## src/rtl/spio_pkg.sv

```systemverilog
// Shared types and default geometry for the serial LED / GPIO port.
package spio_pkg;

  // Serialiser phases: clear the chain, shift the frame, latch it.
  typedef enum logic [1:0] {
    IDLE  = 2'd0,
    CLR   = 2'd1,
    SHIFT = 2'd2,
    LATCH = 2'd3
  } spio_state_e;

  // Default field widths of the CPU write word {gpio, led, cnt}.
  localparam int LED_BITS_DEF  = 16;
  localparam int GPIO_BITS_DEF = 14;
  localparam int CNT_BITS_DEF  = 2;

  // Field offsets within the write word, LSB first.
  localparam int CNT_LSB    = 0;
  localparam int LED_LSB    = CNT_LSB + CNT_BITS_DEF;
  localparam int GPIO_LSB   = LED_LSB + LED_BITS_DEF;
  localparam int DATA_W_DEF = GPIO_LSB + GPIO_BITS_DEF;

  // Power-on LED pattern.
  localparam logic [LED_BITS_DEF-1:0] LED_RST_DEF = 16'h5A5A;

endpackage

```

## src/rtl/spio_ser_if.sv

```systemverilog
// CPU-side bus of the serial LED / GPIO port.
//
// Handshake: EN is a write strobe with no backpressure; every cycle with EN=1
// is one accepted write of P_Data. Start is a refresh request that is never
// refused: while busy=1 it is remembered and served once the current frame
// ends. rd_data is a plain readback of the registers, valid every cycle.
interface spio_ser_if #(
  parameter int DATA_W = 32
);
  logic              EN;
  logic              Start;
  logic [DATA_W-1:0] P_Data;
  logic [DATA_W-1:0] rd_data;
  logic              busy;

  modport master (output EN, output Start, output P_Data, input rd_data, input busy);
  modport slave  (input EN, input Start, input P_Data, output rd_data, output busy);
endinterface

```

## src/rtl/spio_p2s.sv

```systemverilog
// Parallel-to-serial engine driving an LED shift-register chain:
// clear, shift LED_BITS bits MSB first, then latch, all at a divided clock.
module spio_p2s
  import spio_pkg::*;
#(
  parameter int LED_BITS = 16,
  parameter int DIV      = 2
) (
  input  logic                clk,
  input  logic                rst,
  input  logic                start_i,
  input  logic [LED_BITS-1:0] data_i,
  output logic                busy_o,
  output logic                led_clk_o,
  output logic                led_sout_o,
  output logic                led_clrn_o,
  output logic                led_pen_o,
  output spio_state_e         state_o
);

  // One phase or bit period is 2*DIV system clocks.
  localparam int DW = $clog2(2 * DIV);
  localparam int BW = (LED_BITS > 1) ? $clog2(LED_BITS) : 1;
  localparam logic [DW-1:0] PER_LAST = DW'(2 * DIV - 1);
  localparam logic [DW-1:0] HALF     = DW'(DIV);
  localparam logic [BW-1:0] BIT_LAST = BW'(LED_BITS - 1);

  spio_state_e         state_q, state_d;
  logic [DW-1:0]       div_q, div_d;
  logic [BW-1:0]       bit_q, bit_d;
  logic [LED_BITS-1:0] shift_q, shift_d;

  // State, divider, bit counter and shift register.
  always_ff @(posedge clk) begin
    if (rst) begin
      state_q <= IDLE;
      div_q   <= '0;
      bit_q   <= '0;
      shift_q <= '0;
    end else begin
      state_q <= state_d;
      div_q   <= div_d;
      bit_q   <= bit_d;
      shift_q <= shift_d;
    end
  end

  // Next-state logic; the shift register advances at the end of each bit
  // period so led_sout is steady for the whole period around the clock edge.
  always_comb begin
    state_d = state_q;
    div_d   = div_q;
    bit_d   = bit_q;
    shift_d = shift_q;
    unique case (state_q)
      IDLE: begin
        if (start_i) begin
          state_d = CLR;
          div_d   = '0;
          bit_d   = '0;
          shift_d = data_i;
        end
      end
      CLR: begin
        if (div_q == PER_LAST) begin
          state_d = SHIFT;
          div_d   = '0;
        end else begin
          div_d = div_q + 1'b1;
        end
      end
      SHIFT: begin
        if (div_q == PER_LAST) begin
          div_d   = '0;
          shift_d = shift_q << 1;
          if (bit_q == BIT_LAST) state_d = LATCH;
          else                   bit_d   = bit_q + 1'b1;
        end else begin
          div_d = div_q + 1'b1;
        end
      end
      LATCH: begin
        if (div_q == PER_LAST) begin
          state_d = IDLE;
          div_d   = '0;
        end else begin
          div_d = div_q + 1'b1;
        end
      end
      default: state_d = IDLE;
    endcase
  end

  // Chain outputs decoded from registered state only.
  always_comb begin
    busy_o     = (state_q != IDLE);
    led_clrn_o = (state_q != CLR);
    led_pen_o  = (state_q == LATCH);
    led_clk_o  = (state_q == SHIFT) && (div_q >= HALF);
    led_sout_o = (state_q == SHIFT) && shift_q[LED_BITS-1];
    state_o    = state_q;
  end

endmodule

```

## src/rtl/spio_ser.sv

```systemverilog
// Parallel I/O port: counter-select, LED and GPIO registers written from the
// CPU bus, with the LED value mirrored onto an external serial chain.
module spio_ser
  import spio_pkg::*;
#(
  parameter int LED_BITS  = LED_BITS_DEF,
  parameter int GPIO_BITS = GPIO_BITS_DEF,
  parameter int CNT_BITS  = CNT_BITS_DEF,
  parameter int DATA_W    = GPIO_BITS + LED_BITS + CNT_BITS,
  parameter int DIV       = 2,
  parameter bit AUTO      = 1'b1,
  parameter logic [LED_BITS-1:0] LED_RST = LED_BITS'(LED_RST_DEF)
) (
  input  logic                 clk,
  input  logic                 rst,
  spio_ser_if.slave            bus,
  output logic [CNT_BITS-1:0]  counter_set,
  output logic [LED_BITS-1:0]  LED_out,
  output logic [GPIO_BITS-1:0] GPIOf0,
  output logic                 led_clk,
  output logic                 led_sout,
  output logic                 led_clrn,
  output logic                 LED_PEN,
  output spio_state_e          dbg_state
);

  localparam int L_LO = CNT_BITS;
  localparam int G_LO = CNT_BITS + LED_BITS;

  logic [CNT_BITS-1:0]  cnt_q;
  logic [LED_BITS-1:0]  led_q;
  logic [GPIO_BITS-1:0] gpio_q;
  logic                 pending_q, pending_d;

  logic [CNT_BITS-1:0]  wr_cnt;
  logic [LED_BITS-1:0]  wr_led;
  logic [GPIO_BITS-1:0] wr_gpio;
  logic                 req, start, p2s_busy;
  logic [LED_BITS-1:0]  snap;

  // Write-word split, refresh request and snapshot selection. A write in the
  // same cycle as the start is folded in so the frame shows the new value.
  always_comb begin
    wr_cnt    = bus.P_Data[0 +: CNT_BITS];
    wr_led    = bus.P_Data[L_LO +: LED_BITS];
    wr_gpio   = bus.P_Data[G_LO +: GPIO_BITS];
    req       = bus.Start || (AUTO && bus.EN && (wr_led != led_q));
    start     = !p2s_busy && (req || pending_q);
    snap      = ~(bus.EN ? wr_led : led_q);
    pending_d = pending_q;
    if (start)                pending_d = 1'b0;
    else if (p2s_busy && req) pending_d = 1'b1;
  end

  // Bus registers and the pending-refresh flag.
  always_ff @(posedge clk) begin
    if (rst) begin
      cnt_q     <= '0;
      led_q     <= LED_RST;
      gpio_q    <= '0;
      pending_q <= 1'b0;
    end else begin
      pending_q <= pending_d;
      if (bus.EN) begin
        cnt_q  <= wr_cnt;
        led_q  <= wr_led;
        gpio_q <= wr_gpio;
      end
    end
  end

  spio_p2s #(
    .LED_BITS (LED_BITS),
    .DIV      (DIV)
  ) u_p2s (
    .clk        (clk),
    .rst        (rst),
    .start_i    (start),
    .data_i     (snap),
    .busy_o     (p2s_busy),
    .led_clk_o  (led_clk),
    .led_sout_o (led_sout),
    .led_clrn_o (led_clrn),
    .led_pen_o  (LED_PEN),
    .state_o    (dbg_state)
  );

  assign counter_set = cnt_q;
  assign LED_out     = led_q;
  assign GPIOf0      = gpio_q;
  assign bus.busy    = p2s_busy;
  assign bus.rd_data = {gpio_q, led_q, cnt_q};

endmodule

```

## src/flat_wrapper.sv

```systemverilog
// flat-port wrapper written by rule: the top's interface ports become plain ports
module spio_ser_flat import spio_pkg::*;
#(
  parameter int LED_BITS  = LED_BITS_DEF,
  parameter int GPIO_BITS = GPIO_BITS_DEF,
  parameter int CNT_BITS  = CNT_BITS_DEF,
  parameter int DATA_W    = GPIO_BITS + LED_BITS + CNT_BITS,
  parameter int DIV       = 2,
  parameter bit AUTO      = 1'b1,
  parameter logic [LED_BITS-1:0] LED_RST = LED_BITS'(LED_RST_DEF)
)
  (clk, rst, counter_set, LED_out, GPIOf0, led_clk, led_sout, led_clrn, LED_PEN, dbg_state, bus_EN, bus_Start, bus_P_Data, bus_rd_data, bus_busy);
  spio_ser_if #(.DATA_W(DATA_W)) bus_i ();
  input  logic clk;
  input  logic rst;
  output logic [CNT_BITS-1:0] counter_set;
  output logic [LED_BITS-1:0] LED_out;
  output logic [GPIO_BITS-1:0] GPIOf0;
  output logic led_clk;
  output logic led_sout;
  output logic led_clrn;
  output logic LED_PEN;
  output spio_state_e dbg_state;
  input wire logic [$bits(bus_i.EN)-1:0] bus_EN;
  input wire logic [$bits(bus_i.Start)-1:0] bus_Start;
  input wire logic [$bits(bus_i.P_Data)-1:0] bus_P_Data;
  output wire logic [$bits(bus_i.rd_data)-1:0] bus_rd_data;
  output wire logic [$bits(bus_i.busy)-1:0] bus_busy;
  assign bus_i.EN = bus_EN;
  assign bus_i.Start = bus_Start;
  assign bus_i.P_Data = bus_P_Data;
  assign bus_rd_data = bus_i.rd_data;
  assign bus_busy = bus_i.busy;
  spio_ser #(.LED_BITS(LED_BITS), .GPIO_BITS(GPIO_BITS), .CNT_BITS(CNT_BITS), .DATA_W(DATA_W), .DIV(DIV), .AUTO(AUTO), .LED_RST(LED_RST)) u_core (.clk(clk), .rst(rst), .bus(bus_i), .counter_set(counter_set), .LED_out(LED_out), .GPIOf0(GPIOf0), .led_clk(led_clk), .led_sout(led_sout), .led_clrn(led_clrn), .LED_PEN(LED_PEN), .dbg_state(dbg_state));
endmodule
```

## config.mk

```make
export PLATFORM = sky130hd
export DESIGN_NAME = spio_ser_flat
export DESIGN_NICKNAME = d
export VERILOG_FILES = /design/src/rtl/spio_pkg.sv /design/src/rtl/spio_ser_if.sv /design/src/rtl/spio_p2s.sv /design/src/rtl/spio_ser.sv /design/src/flat_wrapper.sv
export SDC_FILE = /design/constraint.sdc
export NUM_CORES = 1
export LEC_CHECK = 0
export BUFFER_PORTS_ARGS = -buffer_cell sky130_fd_sc_hd__buf_2
export CORE_MARGIN = 2
export CORE_UTILIZATION = 46
export CTS_CLUSTER_SIZE = 10
export DETAILED_ROUTE_END_ITERATION = 16
export HOLD_SLACK_MARGIN = 0.15
export PLACE_DENSITY = 0.74
export SETUP_SLACK_MARGIN = 0.15
export SYNTH_ARGS = -nofsm -noshare
export SYNTH_HDL_FRONTEND = slang
export SYNTH_HIERARCHICAL = 1
export SYNTH_SLANG_ARGS = --single-unit
```

## constraint.sdc

```tcl
create_clock -name clk -period 2.4 [get_ports clk]
set_input_delay 0.24 -clock clk [delete_from_list [all_inputs] [get_ports clk]]
set_output_delay 0.24 -clock clk [all_outputs]
set_load 0.02 [all_outputs]
```

After elaboration in Yosys (flattened, before gate mapping). Cells that the tools add are included.

Register bits: 57. Bits of input ports: 36. Output and inout bits: 71. Logic and storage cells: 58.

Add/sub/neg operators: 2. Magnitude comparators: 1. Equal/unequal tests: 13. Multiplexer cells: 17. Bitwise logic cells: 1. Reductions and logical operators: 16.

Operators by type and width (count): two-way mux 16 bit (3); one-hot mux 16 bit (2 select lines) (1); != test 16 bit (1); NOT 16 bit (1); two-way mux 2 bit (7); two-way mux 4 bit (3); != test 2 bit (second input constant) (4); one-hot mux 2 bit (4 select lines) (1); one-hot mux 4 bit (2 select lines) (1); == test 2 bit (second input constant) (3); != test 2 x 1 -> 1 bit (second input constant) (3); logical AND 1 bit (5); AND reduction 5 bit (1); adder 4 x 1 -> 4 bit (second input constant) (1); == test 4 bit (second input constant) (1); one-hot mux 2 bit (2 select lines) (1); AND reduction 4 bit (1); nonzero test 2 bit (2); AND reduction 3 bit (1); OR reduction 3 bit (1); adder 2 x 1 -> 2 bit (second input constant) (1); == test 2 x 1 -> 1 bit (second input constant) (1); greater-or-equal comparator 2 bit (second input constant) (1); zero test 2 bit (1); 3 further kinds (4).

Longest topological paths before layout.
Word-level depth: 7. Gate-level depth with buffers: 12. Mapped depth without buffers: 9.

By module. Netlist, hierarchy kept.

By module, submodules not included: spio_ser (instances 1, cells an instance 164, area each 1662.8 um2, sequential area each 660.6 um2); spio_p2s (instances 1, cells an instance 146, area each 1431.4 um2, sequential area each 480.5 um2).

Worst setup path before layout. No wires, ideal clock.

Path type: reg2reg. Start point: register u_core.u_p2s.state_q[0] (netlist: u_core/u_p2s/state_o[0]). End point: register u_core.u_p2s.shift_q[5]. Library setup time: 0.080 ns. Arrival: 2.279 ns. Required time: 2.320 ns. Slack: 0.041 ns. Cell stages (with the launch flop): 13. Buffers on the path: 3. Clock period less this slack: 2.359 ns. Path through: dfxtp_1 > inv_1 > ha_1 > buf_6 > inv_1 > inv_1 > nand2_1 > o22ai_1 > mux2_4 > and2_4 > buf_6 > buf_8 > a211oi_2.

Longest elaborated chain between the ends: 5. Elaborated cells on any way between the ends: 10. Those cells by class: eq/ne: 3; mux: 1; reduce/logical: 6.

RTL lines: from (decl) (RTL line spio_p2s.sv:28) `spio_state_e state_q, state_d;`; from (signal assigned) (RTL line spio_p2s.sv:41) `state_q <= state_d;`; nonzero test 2 bit (RTL line spio_p2s.sv:96) `busy_o = (state_q != IDLE);`; net bus_busy (RTL line flat_wrapper.sv:28) `output wire logic [$bits(bus_i.busy)-1:0] bus_busy;`; zero test 1 bit (RTL line spio_ser.sv:48) `start = !p2s_busy && (req || pending_q);`; logical AND 1 bit (RTL line spio_ser.sv:48); net u_core.start (RTL line spio_ser.sv:38) `logic req, start, p2s_busy;`; != test 2 x 1 -> 1 bit (no line); AND reduction 3 bit (no line); to (signal assigned) (RTL line spio_p2s.sv:44) `shift_q <= shift_d;`; to (decl) (RTL line spio_p2s.sv:31) `logic [LED_BITS-1:0] shift_q, shift_d;`.

The timed path passes the listed nets, and every way through them passes these cells. A chain may end at the register's enable or synchronous reset.

Worst setup path after layout.
Start point: register u_core.led_q[12] (netlist: u_core/LED_out[12]). End point: register u_core.u_p2s.shift_q[0].

Longest elaborated chain between the ends: 7.

RTL lines: from (decl) (RTL line spio_ser.sv:31) `logic [LED_BITS-1:0] led_q;`; from (signal assigned) (RTL line spio_ser.sv:66) `led_q <= wr_led;`; != test 16 bit (RTL line spio_ser.sv:47) `req = bus.Start || (AUTO && bus.EN && (wr_led != led_q));`; logical AND 1 bit (RTL line spio_ser.sv:47); logical OR 1 bit (RTL line spio_ser.sv:47); logical OR 1 bit (RTL line spio_ser.sv:48); logical AND 1 bit (RTL line spio_ser.sv:48); net u_core.start (RTL line spio_ser.sv:38); != test 2 x 1 -> 1 bit (no line); AND reduction 3 bit (no line).

The timed path passes the listed nets, and every way through them passes these cells.

==> key figures <==
Route
  – DR WL/cell: ~14 microns
  – ANT nets after route: 0
  – DRT iter0 DRCs: about 120
  – DR DRC count: 0
  – Vias per inst: 5.11
  – First-pass detailed-route iteration total: 4
  – Vias: 2434
  – Final WL: approximately 6.7 mm

Job
  – Max-Cap Viols: 0

Logic synthesis
  – Yosys warns: 6
  – Synthesized flop and latch total: 57
  – Net count after synthesis: approximately 360
  – Post-synthesis sequential area ratio: a little under two fifths
  – Syn Inst Count: 310
  – Mean Syn Cell Area: roughly 10 sq um
  – Share of flip-flops with an asynchronous set or reset: 0%
  – Synth Cell Area: about 0.0031 sq mm
  – Synth cell types: 45
  – Number of synthesized flops with an enable pin: 0
  – Top_reg_cell synth: dfxtp_1

Power
  – Cell Pwr Density: approximately 1000 mW/mm^2
  – Cell leakage power: ~1.7 nW
  – Peak supply drop: slightly above 0.0005 V

Critical path
  – CP Data Arrival Time: between 2000 and 2500 ps
  – Worst flop-to-flop path endpoint: u_core/u_p2s/shift_q[0]
  – WS Path Type: flip-flop to flip-flop
  – CP Capture Type: flip-flop
  – Crit path max fanout: 12
  – Critical path data required time: roughly 2700 ps
  – Setup crit start kind: flip-flop
  – Reg-to-Reg Start: u_core/LED_out[12]
  – Reg2Reg Depth: 8
  – R2R Setup Slk: 250 ps

STA
  – Setup tns final: 0 ps
  – Worst-margin pin slew: ~570 ps
  – Final Hold Violating Endpoints: 0
  – Slew Viols, Final: 0
  – RSZ-0062 raised after global routing: false
  – Final period utilization: roughly nine tenths
  – Fmax: between 400 and 500 MHz
  – Final min period: 2150 ps
  – Clk_skew: 9.10 ps
  – Endpoints failing setup: 0
  – Slew headroom: 62.3%

Clock network
  – H-tree depth: 3
  – Clk root buf: clkbuf_8
  – Clock transition at path regs: around 70 ps
  – TritonCTS clock tree: yes
  – Clock Latency Late Sink: approximately 330 ps
  – Clk buf depth: 2
  – Cts bufs inserted: 9
  – Sink Count: 57

Die
  – Starting Density: between 40% and 50%
  – Die footprint: around 0.0074 sq mm
  – # IOs: between 100 and 150
  – Die H: roughly 86 microns
  – Core area: around 0.0064 sq mm
  – Die width: 86.0 microns
  – Std-Cell Rows: 29

Final layout
  – N_diodes: 0
  – Final #Nets: 440
  – Area growth syn-to-layout: 20.6%
  – Fillers: around 570
  – FF/Latch Area: between 0.001 and 0.0015 sq mm
  – Area occupied by multi-input gates: approximately 0.0016 sq mm
  – Proportion of layout cells with a drive suffix above 1: between 30% and 40%
  – Final Cell Area: between 0.003 and 0.004 sq mm

Placement
  – Post-DP Area: between 0.003 and 0.004 sq mm
  – Routability congestion estimate: between 0.7 and 0.8
  – Count of buffers from port buffering: roughly 110
  – Detailed-placement wirelength estimate: around 4.7 mm

Status
  – Outcome: finished, final reports clean

Global route
  – Vias in the first global route: roughly 2.2k
  – Pin count of the biggest net entering global routing: 34
  – Overflow after GRT: 0
  – Initial antenna violation count: 0
  – First-pass GRT wire length: roughly 10 mm
  – Tot GR Track Use: around 17%

Hold path
  – Worst Hold Launch: bus_P_Data[31]
  – Class of the worst hold path: input port to flip-flop
  – Hold Path Depth: 3
  – Hold Path Sink: u_core/GPIOf0[13]
[power breakdown]
group	leakage [nW]	total, W	internal (W)	switching [W]
sequential	0.471	0.00123	0.00112	0.000113
clock	0.0981	0.000882	0.000500	0.000383
combinational	1.15	0.00162	0.000702	0.000921
[sequential cells by signal, summed over array words and instances (netlist names)]
signal	cells
u_core/u_p2s/bit_q	4
u_core/counter_set	2
u_core/u_p2s/div_q	2
u_core/GPIOf0	14
u_core/LED_out	16
u_core/u_p2s/shift_q	16
u_core/u_p2s/state_o	2
u_core/pending_q	1
[cells in the mapped netlist, drive strengths merged, types with 3 or more instances]
cell type / number / area, sq um
buf: 46 / 374
xnor2: 16 / 140
mux2i: 50 / 508
nand4: 8 / 50.1
clkbuf: 6 / 22.5
inv: 9 / 33.8
a211oi: 15 / 163
a21oi: 19 / 95.1
nor2: 28 / 110
dfxtp: 57 / 1140
ha: 9 / 113
nor2b: 3 / 18.8
nand2b: 14 / 87.6
[repair_timing]
| action | 4_1_cts | 5_1_grt |
|---|---|---|
| resized for setup | 3 | 2 |
| pin swaps | 0 | 1 |
| endpoints found under the hold margin | 12 | 0 |
| buffers inserted | 0 | 2 |
| endpoints found under the setup margin | 15 | 15 |
| hold buffers | 12 | 0 |
[final cells by class]
class                           instances  area share [%]
Timing Repair Buffer                  126            19.0
Inverter                                9           0.905
Clock buffer                           10            3.69
Clock inverter                          5            1.51
Sequential cell                        57            30.7
Tap cell                               77            2.58
Multi-Input combinational cell        192            41.6
[cells by family after synthesis]
| kind of cell | share of synthesized area [%] |
|---|---|
| and+or+nand+nor | 12.0 |
| buffers and inverters | 13.9 |
| xor gates and xnor gates | 4.53 |
| DFF | 36.9 |
| AOI/OAI and AO/OA | 11.8 |
| adders and majority gates | 3.64 |
| muxes | 17.3 |
[worst max-delay path by stage]
stage / slack [ps] / start / endpoint / cells past startpoint
floorplan: 160 / u_core/u_p2s/state_o[0] / u_core/u_p2s/shift_q[5] / 12
finish: 250 / u_core/LED_out[12] / u_core/u_p2s/shift_q[0] / 8
global placement: 170 / bus_P_Data[17] / u_core/u_p2s/shift_q[14] / 8
CTS: 170 / u_core/LED_out[15] / u_core/u_p2s/shift_q[14] / 7
detailed placement: 90 / bus_P_Data[17] / u_core/u_p2s/shift_q[14] / 8
global route: 120 / u_core/LED_out[10] / u_core/u_p2s/shift_q[0] / 8
[worst max-delay path: stages (launching register included)]
cell	delay [ps]
dfxtp_2	340
xnor2_2	200
nand4_1	170
nor4_4	370
o22ai_2	170
mux2_4	300
buf_4	180
a21bo_2	210
a21oi_1	130
[metal layers]
layer / part of all wire, % / track usage [%] / vias up
met2: 49 / 28.3 / 70
li1: - / - / 1212
met3: 5.6 / 4.14 / 6
met1: 44 / 22.1 / 1146
met5: 0 / 0 / -
met4: 1.3 / 7.65 / 0
[layout by cell type (no fill, tap or decap), types with 2 or more instances in the layout]
master / instances
mux2i_1: 48
a211oi_1: 5
o32ai_1: 2
a2111oi_0: 2
nand3_1: 2
buf_2: 106
nor2_1: 26
buf_4: 8
nand2_1: 2
nand3b_1: 2
nor2b_1: 3
clkinv_2: 2
xnor2_2: 2
nor2_2: 2
o31ai_1: 2
dlygate4sd3_1: 12
clkbuf_8: 10
dfxtp_1: 54
nand2b_1: 14
xnor2_1: 14
mux2i_2: 2
dfxtp_2: 3
a211oi_2: 10
ha_1: 9
inv_1: 9
nand4_1: 8
a21oi_1: 19
[per-stage QoR]
step | hold slack (ps) | total power (W) | instances | setup WS (ps) | utilization (%)
after floorplan | 387 | 0.00261 | 310 | 163 | -
after global placement | 474 | 0.00276 | 447 | 175 | 52.5
after detailed placement | 483 | 0.00280 | 447 | 92.3 | 52.5
after CTS | 152 | 0.00372 | 474 | 166 | 57.7
after global routing | 168 | 0.00396 | 476 | 124 | 58.1
final | 159 | 0.00374 | 476 | 253 | 58.1
No activity file was read; power rests on OpenSTA's default activity.
